## src/rtl/uart_tx.sv

```systemverilog
// UART transmitter: a small byte FIFO feeding a serializer, 8N1 by default,
// 8E1 when the macro UART_TX_PARITY_EN is defined.
module uart_tx #(
    parameter int BAUD_DIV   = 434,
    parameter int FIFO_DEPTH = 4
) (
    input  logic       clk,
    input  logic       rst,
    input  logic [7:0] tx_data_i,
    input  logic       tx_valid_i,
    output logic       tx_ready_o,
    output logic       busy_o,
    output logic       tx_o,
    output logic [2:0] dbg_state_o
);
    localparam int PTR_W = $clog2(FIFO_DEPTH);
    localparam int CNT_W = PTR_W + 1;
    localparam logic [15:0]      BIT_RELOAD = 16'(BAUD_DIV - 1);
    localparam logic [CNT_W-1:0] DEPTH_C    = CNT_W'(FIFO_DEPTH);
    localparam logic [CNT_W-1:0] CNT_ONE    = CNT_W'(1);
    localparam logic [PTR_W-1:0] PTR_ONE    = PTR_W'(1);

`ifdef UART_TX_PARITY_EN
    typedef enum logic [2:0] {IDLE, START, DATA, PARITY, STOP} state_t;
`else
    typedef enum logic [2:0] {IDLE, START, DATA, STOP} state_t;
`endif

    state_t           state, state_n;
    logic [7:0]       mem [FIFO_DEPTH];
    logic [PTR_W-1:0] wr_ptr, rd_ptr;
    logic [CNT_W-1:0] count, count_n;
    logic [15:0]      bit_cnt, bit_cnt_n;
    logic [2:0]       bit_idx, bit_idx_n;
    logic [7:0]       shift, shift_n;
    logic             tx_n, busy_n;
    logic             push, pop;
`ifdef UART_TX_PARITY_EN
    logic             par, par_n;
`endif

    // Handshake: a byte transfers on a rising edge where tx_valid_i and
    // tx_ready_o are both high; ready depends only on the registered count.
    assign tx_ready_o  = (count < DEPTH_C);
    assign push        = tx_valid_i && tx_ready_o;
    assign dbg_state_o = state;

    always_comb begin
        state_n   = state;
        bit_cnt_n = bit_cnt;
        bit_idx_n = bit_idx;
        shift_n   = shift;
        pop       = 1'b0;
`ifdef UART_TX_PARITY_EN
        par_n     = par;
`endif
        case (state)
            IDLE: begin
                if (count != '0) begin
                    pop       = 1'b1;
                    state_n   = START;
                    bit_cnt_n = BIT_RELOAD;
                    shift_n   = mem[rd_ptr];
`ifdef UART_TX_PARITY_EN
                    par_n     = ^mem[rd_ptr];
`endif
                end
            end
            START: begin
                if (bit_cnt == '0) begin
                    state_n   = DATA;
                    bit_cnt_n = BIT_RELOAD;
                    bit_idx_n = '0;
                end else begin
                    bit_cnt_n = bit_cnt - 16'd1;
                end
            end
            DATA: begin
                if (bit_cnt == '0) begin
                    bit_cnt_n = BIT_RELOAD;
                    shift_n   = {1'b0, shift[7:1]};
                    bit_idx_n = bit_idx + 3'd1;
                    if (bit_idx == 3'd7) begin
`ifdef UART_TX_PARITY_EN
                        state_n = PARITY;
`else
                        state_n = STOP;
`endif
                    end
                end else begin
                    bit_cnt_n = bit_cnt - 16'd1;
                end
            end
`ifdef UART_TX_PARITY_EN
            PARITY: begin
                if (bit_cnt == '0) begin
                    state_n   = STOP;
                    bit_cnt_n = BIT_RELOAD;
                end else begin
                    bit_cnt_n = bit_cnt - 16'd1;
                end
            end
`endif
            STOP: begin
                if (bit_cnt == '0) begin
                    // Chain straight into the next start bit when more bytes wait.
                    if (count != '0) begin
                        pop       = 1'b1;
                        state_n   = START;
                        bit_cnt_n = BIT_RELOAD;
                        shift_n   = mem[rd_ptr];
`ifdef UART_TX_PARITY_EN
                        par_n     = ^mem[rd_ptr];
`endif
                    end else begin
                        state_n = IDLE;
                    end
                end else begin
                    bit_cnt_n = bit_cnt - 16'd1;
                end
            end
            default: state_n = IDLE;
        endcase
    end

    always_comb begin
        count_n = count;
        if (push && !pop) begin
            count_n = count + CNT_ONE;
        end else if (!push && pop) begin
            count_n = count - CNT_ONE;
        end
    end

    // Line level and busy are computed from next-state values and registered,
    // so both outputs are glitch-free across frame boundaries.
    always_comb begin
        tx_n = 1'b1;
        case (state_n)
            IDLE:   tx_n = 1'b1;
            START:  tx_n = 1'b0;
            DATA:   tx_n = shift_n[0];
`ifdef UART_TX_PARITY_EN
            PARITY: tx_n = par_n;
`endif
            STOP:   tx_n = 1'b1;
            default: tx_n = 1'b1;
        endcase
        busy_n = (state_n != IDLE) || (count_n != '0);
    end

    always_ff @(posedge clk or posedge rst) begin
        if (rst) begin
            state   <= IDLE;
            count   <= '0;
            wr_ptr  <= '0;
            rd_ptr  <= '0;
            bit_cnt <= '0;
            bit_idx <= '0;
            shift   <= '0;
            tx_o    <= 1'b1;
            busy_o  <= 1'b0;
`ifdef UART_TX_PARITY_EN
            par     <= 1'b0;
`endif
        end else begin
            state   <= state_n;
            count   <= count_n;
            bit_cnt <= bit_cnt_n;
            bit_idx <= bit_idx_n;
            shift   <= shift_n;
            tx_o    <= tx_n;
            busy_o  <= busy_n;
`ifdef UART_TX_PARITY_EN
            par     <= par_n;
`endif
            if (push) wr_ptr <= wr_ptr + PTR_ONE;
            if (pop)  rd_ptr <= rd_ptr + PTR_ONE;
        end
    end

    always_ff @(posedge clk) begin
        if (push) mem[wr_ptr] <= tx_data_i;
    end

endmodule

```

## config.mk

```make
export PLATFORM = sky130hd
export DESIGN_NAME = uart_tx
export DESIGN_NICKNAME = d
export VERILOG_FILES = /design/src/rtl/uart_tx.sv
export SDC_FILE = /design/constraint.sdc
export NUM_CORES = 1
export LEC_CHECK = 0
export ABC_AREA = 1
export CORE_MARGIN = 5
export CORE_UTILIZATION = 65
export DETAILED_ROUTE_END_ITERATION = 6
export DONT_BUFFER_PORTS = 1
export PLACE_DENSITY = 0.81
export SLEW_MARGIN = 30
export SYNTH_ARGS = -nofsm -noshare
export SYNTH_HDL_FRONTEND = slang
export SYNTH_SLANG_ARGS = --single-unit
```

## constraint.sdc

```tcl
create_clock -name clk -period 3.24 [get_ports clk]
set_clock_uncertainty 0.15 [all_clocks]
set_input_delay 0.324 -clock clk [delete_from_list [all_inputs] [get_ports clk]]
set_output_delay 0.324 -clock clk [all_outputs]
set_load 0.02 [all_outputs]
```

### After elaboration in Yosys (flattened, before gate mapping)

Memory sizes are Yosys's and may differ from the RTL's.
Index checks and enable logic that the tools add are counted.

| operators by class | value |
|---|---|
| add/sub/neg operators | 6 |
| magnitude comparators | 1 |
| equality and inequality tests | 9 |
| mux-type cells | 26 |
| reduce and logical (&&, ||, !) cells | 17 |

Operator list:

| kind | count |
|---|---|
| $mux W16 | 3 |
| $pmux W16 S3 | 1 |
| $mux W3 | 9 |
| $mux W8 | 3 |
| $pmux W8 S3 | 1 |
| $logic_not A16 Y1 | 1 |
| $sub A16 B1 Y16 const B | 1 |
| $reduce_bool A3 Y1 | 5 |
| $pmux W3 S4 | 1 |
| $eq A3 B2 Y1 const B | 3 |
| $add A3 B1 Y3 const B | 2 |
| $eq A3 B1 Y1 const B | 2 |
| $ne A2 B2 Y1 const B | 3 |
| $pmux W3 S2 | 1 |
| $reduce_and A3 Y1 | 2 |
| $mux W1 | 5 |
| $add A2 B1 Y2 const B | 2 |
| $pmux W1 S2 | 2 |
| $eq A3 B3 Y1 const B | 1 |
| $logic_and A1 B1 Y1 | 3 |
| $logic_not A3 Y1 | 1 |
| $lt A3 B3 Y1 const B | 1 |
| $sub A3 B1 Y3 const B | 1 |
| $logic_not A1 Y1 | 2 |
| other kinds (3) | 3 |

| storage, ports and cells | value |
|---|---|
| register bits | 39 |
| memory bits (writable) | 32 |
| input bits | 11 |
| output and inout port bits | 6 |
| logic and storage cells | 70 |
| memories kept | 1 |

Memory list:

| memory | words | bits a word | read ports | clocked after memory_dff | write ports | RTL line | source |
|---|---|---|---|---|---|---|---|
| mem | 4 | 8 | 1 | 0 | 1 | 30 | `logic [7:0] mem [FIFO_DEPTH];` |

### Logic depth before layout (Yosys ltp)

Gate-level depths: netlist of run 1.

| logic depth | value |
|---|---|
| depth after elaboration | 9 |
| gate-level depth with buffers | 13 |
| depth with buffers taken out | 13 |

### Least setup slack after synthesis of run 1

No wires, ideal clock.

| path | value |
|---|---|
| path kind | register -> register |
| start point | register bit_cnt[0] |
| end point | register bit_cnt[4] |
| setup time | 0.117 ns |
| data arrival time | 1.469 ns |
| data required time | 2.973 ns |
| path slack | 1.504 ns |
| cell stages (with the launch flop) | 12 |
| buffers on the path | 0 |
| clock period less this slack | 1.736 ns |
| cells stage by stage | dfrtp_1 -> inv_1 -> ha_1 -> nand2_2 -> nor2_4 -> nand2_4 -> o21ai_2 -> nand2_1 -> o21ai_1 -> nand3_1 -> o21ai_1 -> inv_1 |

| between the ends | value |
|---|---|
| cells in the longest elaborated chain, start to end | 3 |
| elaborated cells on any way between the ends | 5 |
| classes of those cells | add/sub: 1; mux: 3; reduce/logical: 1 |

RTL lines:

| what | RTL line | source |
|---|---|---|
| start: declaration | 33 | `logic [15:0] bit_cnt, bit_cnt_n;` |
| start signal: assignment | 169 | `bit_cnt <= bit_cnt_n;` |
| $sub A16 B1 Y16 or $logic_not A16 Y1 (tied branches) | - |  |
| $mux W16, on equally long branches | 105, 70, 79 |  |
| $pmux W16 S3 (*) | 57 | `case (state)` |

Mark *: on every way between the ends. The rest lies on a longest branch, timed or not.
A chain may end at the register's enable or synchronous reset.

### Worst setup path after layout of run 1

| path | value |
|---|---|
| start point | register state[2], in the netlist dbg_state_o[2] |
| end point | register busy_o |

| between the ends | value |
|---|---|
| cells in the longest elaborated chain, start to end | 7 |
| elaborated cells on any way between the ends | 19 |
| classes of those cells | eq/ne: 3; mux: 9; reduce/logical: 7 |

RTL lines:

| what | RTL line | source |
|---|---|---|
| start: declaration | 29 | `state_t state, state_n;` |
| start signal: assignment | 167 | `state <= state_n;` |
| $eq A3 B2 Y1 or $logic_not A3 Y1 (tied branches) | 57 |  |
| $pmux W1 S2 (*) | 57 |  |
| $logic_and A1 B1 Y1 or $logic_not A1 Y1 (tied branches) | 130, 128 |  |
| $mux W3 or $logic_and A1 B1 Y1 (tied branches) | 130, 128 |  |
| $mux W3 (*) | 128 | `if (push && !pop) begin` |
| via count_n[0] | 32 | `logic [CNT_W-1:0] count, count_n;` |
| $reduce_bool A3 Y1 (*) | 149 | `busy_n = (state_n != IDLE) \|\| (count_n != '0);` |
| $logic_or A1 B1 Y1 (*) | 149 |  |
| via busy_n | 36 | `logic tx_n, busy_n;` |
| end signal: assignment | 173 | `busy_o <= busy_n;` |
| end: declaration | 12 | `output logic busy_o,` |

The timed path passes the listed nets; every way through them passes the cells marked *.

==> flow_metrics.env, run 1 <==
export IMPL_status="finished, final reports clean"
export IMPL_synth_seq_cells=71
export IMPL_num_nets_final=406
export IMPL_combPwrFrac_pct=32.8
export IMPL_finalCritPeriodShare_pct=66.3
export IMPL_grt_pass1_wl_mm=11.7
export IMPL_cts_hold_buffers=9
export IMPL_yosys_warnings=0
export IMPL_num_rows=26
export IMPL_worstHoldPathCells=3
export IMPL_h_tree_depth=3
export IMPL_hold_viol_final=0
export IMPL_syn_inst=370
export IMPL_power_density_nw_per_um2=756
export IMPL_max_stage_delay_ns=0.47
export IMPL_dieArea_um2=6900
export IMPL_drive_above_1_share_pct=10.5
export IMPL_seq_power_share_pct=45.0
export IMPL_synthFlopType="dfrtp_1"
export IMPL_p_int_mw=1.74
export IMPL_core_area_um2=5140
export IMPL_synth_adder_area_share_pct=3.60
export IMPL_insertion_delay_ns=0.34
export IMPL_synthDistinctLibCells=36
export IMPL_crit_fanout=11
export IMPL_areaGrowthSynthToFinish_pct=9.84
export IMPL_cp_required_ns=3.32
export IMPL_r2r_cells=10
export IMPL_async_flop_share_pct=54.9
export IMPL_overflow=0
export IMPL_cts_root_buffer="clkbuf_8"
export IMPL_post_cts_buffers=0
export IMPL_first_pass_iters=4
export IMPL_slew_viol_final=0
export IMPL_p_clk_share_pct=22.3
export IMPL_crit_arrival_ns=2.23
export IMPL_die_w_um=83.1
export IMPL_cts_tree="done"
export IMPL_portBuffers=0
export IMPL_cts_buffers=9
export IMPL_cp_start_kind="flop"
export IMPL_rrSetupSlack_ns=1.09
export IMPL_postCtsResizedCells=0
export IMPL_final_common_cell="nand2_1"
export IMPL_grt_pass1_vias=2607
export IMPL_regArea_um2=1940
export IMPL_synth_compound_gate_area_share_pct=10.4
export IMPL_worstSetupEndpointType="flop"
export IMPL_maxCapViolCount=0
export IMPL_max_slew_margin_rel_pct=48.2
export IMPL_min_from="tx_valid_i"
export IMPL_initial_core_util_pct=67.6
export IMPL_wirelength_mm=6.75
export IMPL_place_congestion=0.869
export IMPL_fin_crit_ns=2.15
export IMPL_worstReg2RegEnd="busy_o$_DFF_PP0_"
export IMPL_vias=2573
export IMPL_first_iter_violations=126
export IMPL_clk_pin_slew_ns=0.08
export IMPL_synth_seq_area_share_pct=55.8
export IMPL_final_antenna_net_count=0
export IMPL_final_cell_mix="67 x nand2_1, 51 x nor2_1, 40 x inv_1"
export IMPL_whs_ns=0.0711
export IMPL_grt_antenna_before_repair=0
export IMPL_rsz0062_at_grt="no"
export IMPL_path_cells="inv_1 > nand2_2 > nor2_4 > nand4_1 > nand3_1 > nand2_1 > nand2_1 > nand2_1 > nor2_1 > nand2_1"
export IMPL_swShare_pct=39.6
export IMPL_syn_avg_cell_area_um2=9.38
export IMPL_die_height_um=83.1
export IMPL_fin_tns_setup_ns=0
export IMPL_cts_sinks=71
export IMPL_tightest_slew_ns=0.774
export IMPL_dpl_hpwl_mm=4.62
export IMPL_synth_edf_count=32
export IMPL_syn_area_um2=3470
export IMPL_p_leak_nw=1.70
export IMPL_power_switching_mw=1.14
export IMPL_synth_nets=391
export IMPL_synth_mux_area_share_pct=0
export IMPL_cp_slowest_cell="dfrtp_1"
export IMPL_synth_top_family_by_area="simple AND/OR/NAND/NOR gates"
export IMPL_clockBufferDepth=2
export IMPL_ir_worst_vdd_mv=0.600
export IMPL_boundaryPins=17
export IMPL_worstHoldPathType="input pin to flop"
export IMPL_drc_errors=0
export IMPL_cpMostUsedCell="nand2_1"
export IMPL_via_per_inst=5.59
export IMPL_multiInputGateArea_um2=1340
export IMPL_setup_viol=0
export IMPL_grt_usage_pct=20.8
export IMPL_synth_xor_area_share_pct=2.52
export IMPL_avgRoutedWirePerCell_um=14.7
export IMPL_r2r_start="dbg_state_o[2]$_DFF_PP0_"
export IMPL_yosys_area_share_simple_pct=21.9
export IMPL_fmax_mhz=465
export IMPL_crit_start="dbg_state_o[2]$_DFF_PP0_"
export IMPL_holdPathEnd="count[2]$_DFF_PP0_"
export IMPL_diodes=0
export IMPL_fill_cells=397
export IMPL_worstSetupPathType="flop to flop"
export IMPL_grt_max_degree=40
[worst max-delay path: cells and delay by family (launching register included)]
kind                   cells  cell delay, ns
AND/OR/NAND/NOR            9            1.12
flip-flops                 1            0.47
buffers and inverters      1            0.30
[through the flow]
| step | instances | cell area (µm²) | setup WS, ns | power [mW] | util (%) |
|---|---|---|---|---|---|
| 2_1_floorplan | 370 | 3470 | 1.50 | 2.02 | - |
| 3_3_place_gp | 435 | 3550 | 1.18 | 2.20 | 69.0 |
| 3_5_place_dp | 435 | 3550 | 1.12 | 2.24 | 69.0 |
| 4_1_cts | 460 | 3810 | 1.10 | 2.89 | 74.2 |
| 5_1_grt | 460 | 3810 | 0.874 | 3.09 | 74.2 |
| 6_report | 460 | 3810 | 1.09 | 2.88 | 74.2 |
[how the worst max path moves through the flow]
| stage | depth (start not counted) | end |
|---|---|---|
| floorplan | 11 | bit_cnt[4]$_DFFE_PP0P_ |
| global placement | 10 | busy_o$_DFF_PP0_ |
| detailed placement | 10 | busy_o$_DFF_PP0_ |
| CTS | 10 | busy_o$_DFF_PP0_ |
| global route | 10 | busy_o$_DFF_PP0_ |
| finish | 10 | busy_o$_DFF_PP0_ |
[kinds of logic after synthesis]
logic type | count (synthesis)
AND/OR/NAND/NOR | 167
flip-flops | 71
AO/OA/AOI/OAI | 60
buffers and inverters | 51
XOR/XNOR | 10
adder cells (fa/ha/maj) | 10
other | 1
[registers in the layout, indices dropped and copies added (netlist names), 2 cells and up]
name and cells:
bit_cnt 16, bit_idx 3, count 3, dbg_state_o 3, mem 32, rd_ptr 2
shift 8, wr_ptr 2
[layout make-up]
type,instances,area share [%]
multi-input cells,248,35.1
well taps,70,2.30
clock buffers,9,3.25
inverters,44,4.33
clock inverters,7,1.41
flip-flops and latches,71,50.8
repair buffers,11,2.76
[Yosys cell counts (5+ instances only)]
cell | n | area [µm²]
nand2_1 | 67 | 251
nor2_1 | 51 | 191
inv_1 | 40 | 150
dfrtp_1 | 38 | 951
edfxtp_1 | 32 | 961
nand3_1 | 28 | 140
o21ai_0 | 26 | 130
o22ai_1 | 13 | 81.3
ha_1 | 10 | 125
xor2_1 | 9 | 78.8
a21oi_1 | 5 | 25.0
clkbuf_1 | 5 | 18.8
[power groups by stage]
stage          Clock, mW  Combinational, mW  Sequential, mW
2_1_floorplan          0              0.759            1.26
3_3_place_gp           0              0.892            1.31
3_5_place_dp           0              0.927            1.31
4_1_cts            0.652              0.941            1.29
5_1_grt            0.690               1.08            1.32
6_report           0.642              0.945            1.30
[per-layer routing]
layer	wire, µm	global-route usage (%)	vias up
li1	-	-	1264
met1	2970	25.0	1234
met2	3360	36.1	58
met3	266	4.46	17
met4	146	8.47	0
met5	0	0	-
No activity file was read; power rests on OpenSTA's default activity.
==> run 2: changes to the inputs <==
- CORE_UTILIZATION: 65 -> 63
- PLACE_DENSITY: 0.81 -> 0.79
- clock period: 3.24 -> 2.1 ns (I/O delays scaled with it)
==> run 2 against run 1 <==
Maximum frequency grew 11%. Sequential cell count is the same. Wire length grew 0.70%. Worst setup slack lost 0.92 ns. Sequential share of layout area shrank 2.7 points. Clock power grew 140%. Power grew 77%. Die area grew 2.8%. Cell count grew 2.8%. Via count grew 0.51%. Critical endpoint unchanged. Largest power group unchanged.
==> flow_metrics.env, run 2 (synthesis results as in run 1) <==
export IMPL_total_power_mw=5.11
export IMPL_grt_antenna_before_repair=0
export IMPL_boundaryPins=17
export IMPL_areaGrowthSynthToFinish_pct=16.0
export IMPL_final_antenna_net_count=0
export IMPL_holdPathEnd="wr_ptr[0]$_DFFE_PP0P_"
export IMPL_r2r_start="bit_cnt[0]$_DFFE_PP0P_"
export IMPL_top_register="mem"
export IMPL_crit_arrival_ns=2.02
export IMPL_dieArea_um2=7100
export IMPL_place_area_um2=3610
export IMPL_fin_crit_ns=1.93
export IMPL_avgRoutedWirePerCell_um=14.4
export IMPL_grt_pass1_wl_mm=11.7
export IMPL_cts_sinks=71
export IMPL_cts_buffers=9
export IMPL_rrSetupSlack_ns=0.17
export IMPL_cp_start_kind="flop"
export IMPL_worstSetupPathType="flop to flop"
export IMPL_largest_reg_flops=32
export IMPL_clk_pin_slew_ns=0.08
export IMPL_initial_core_util_pct=63.8
export IMPL_fmax_mhz=519
export IMPL_worstHoldPathType="input pin to flop"
export IMPL_hold_viol_final=0
export IMPL_core_area_um2=5440
export IMPL_reg_top3="mem (32), bit_cnt (16), shift (8)"
export IMPL_grt_usage_pct=20.6
export IMPL_post_route_util_pct=74.1
export IMPL_cp_required_ns=2.19
export IMPL_worst_slack_ns=0.172
export IMPL_ir_worst_vdd_mv=1.14
export IMPL_grt_max_degree=40
export IMPL_first_iter_violations=132
export IMPL_power_density_nw_per_um2=1270
export IMPL_drive_above_1_share_pct=13.7
export IMPL_worstSetupEndpointType="flop"
export IMPL_die_w_um=84.2
export IMPL_finalCritPeriodShare_pct=91.8
export IMPL_portBuffers=0
export IMPL_num_nets_final=417
export IMPL_drc_errors=0
export IMPL_crit_fanout=6
export IMPL_insertion_delay_ns=0.34
export IMPL_worstReg2RegEnd="busy_o$_DFF_PP0_"
export IMPL_final_cell_mix="65 x nand2_1, 50 x nor2_1, 40 x inv_1"
export IMPL_die_height_um=84.2
export IMPL_first_pass_iters=4
export IMPL_cts_root_buffer="clkbuf_8"
export IMPL_whs_ns=0.0739
export IMPL_grt_pass1_vias=2612
export IMPL_place_congestion=0.836
export IMPL_vias=2586
export IMPL_maxCapViolCount=0
export IMPL_dpl_hpwl_mm=4.58
export IMPL_dpl_worst_slack_ns=0.126
export IMPL_slew_viol_final=0
export IMPL_num_rows=27
export IMPL_p_leak_nw=1.82
export IMPL_design_area_um2=4030
export IMPL_worstHoldPathCells=2
export IMPL_diodes=0
export IMPL_min_from="tx_valid_i"
export IMPL_final_common_cell="nand2_1"
export IMPL_via_per_inst=5.47
export IMPL_cts_tree="done"
export IMPL_setup_viol=0
export IMPL_r2r_cells=11
export IMPL_overflow=0
export IMPL_clockBufferDepth=2
export IMPL_wirelength_mm=6.80
export IMPL_status="finished, final reports clean"
export IMPL_h_tree_depth=3
[run 2: cell count changes in the layout (fill, tap and decap cells not counted), moves of 2 or more]
cell	change
clkinvlp_4	-3
inv_6	-2
nand2_1	-2
bufinv_16	+5
nand2_2	+2
buf_4	+10
[run 2: metal layers]
metal  vias up  track usage [%]  part of all wire (%)
li1       1286                -                     -
met3        13             4.02                   3.5
met1      1230             24.4                    43
met2        57             36.9                    52
met5         -                0                     0
met4         0             7.75                   1.6
[run 2: report_power, final]
| part | switching, mW | total, mW | internal, mW |
|---|---|---|---|
| registers | 0.213 | 1.98 | 1.76 |
| clock network | 0.525 | 1.56 | 1.04 |
| logic | 1.03 | 1.57 | 0.542 |
[run 2: stage by stage]
step	instances	TNS, ns
4_1_cts	471	0
3_5_place_dp	445	0
2_1_floorplan	370	0
3_3_place_gp	445	0
6_report	473	0
5_1_grt	473	-0.0198
[run 2: area by class of cell]
type | count | area [µm²]
repair buffers | 22 | 190
inverters | 44 | 165
fillers | 375 | 1410
clock inverters | 7 | 168
multi-input cells | 248 | 1350
flip-flops and latches | 71 | 1940
well taps | 72 | 90.1
clock buffers | 9 | 124
[run 2: timing repair]
item	4_1_cts	5_1_grt
hold endpoints to repair	71	0
endpoints found under the setup margin	0	6
hold buffers	10	0
buffers inserted	0	2
gates resized for setup	0	4
[run 2: worst max path at each step]
stage	from	to
after floorplan	bit_cnt[0]$_DFFE_PP0P_	bit_cnt[4]$_DFFE_PP0P_
after global placement	count[0]$_DFF_PP0_	busy_o$_DFF_PP0_
after detailed placement	count[0]$_DFF_PP0_	busy_o$_DFF_PP0_
after CTS	bit_cnt[0]$_DFFE_PP0P_	busy_o$_DFF_PP0_
after global routing	dbg_state_o[2]$_DFF_PP0_	bit_cnt[9]$_DFFE_PP0P_
final	bit_cnt[0]$_DFFE_PP0P_	busy_o$_DFF_PP0_
[run 2: critical path, stage by stage (launching register included)]
cell and delay [ns]:
dfrtp_1 0.36, inv_1 0.10, ha_1 0.22, nand2_2 0.13, nor2_4 0.19, nand3_1 0.12
nand2_2 0.12, nand3_2 0.10, nand3_1 0.10, nand2_1 0.08, nor2_1 0.09, nand2_1 0.05
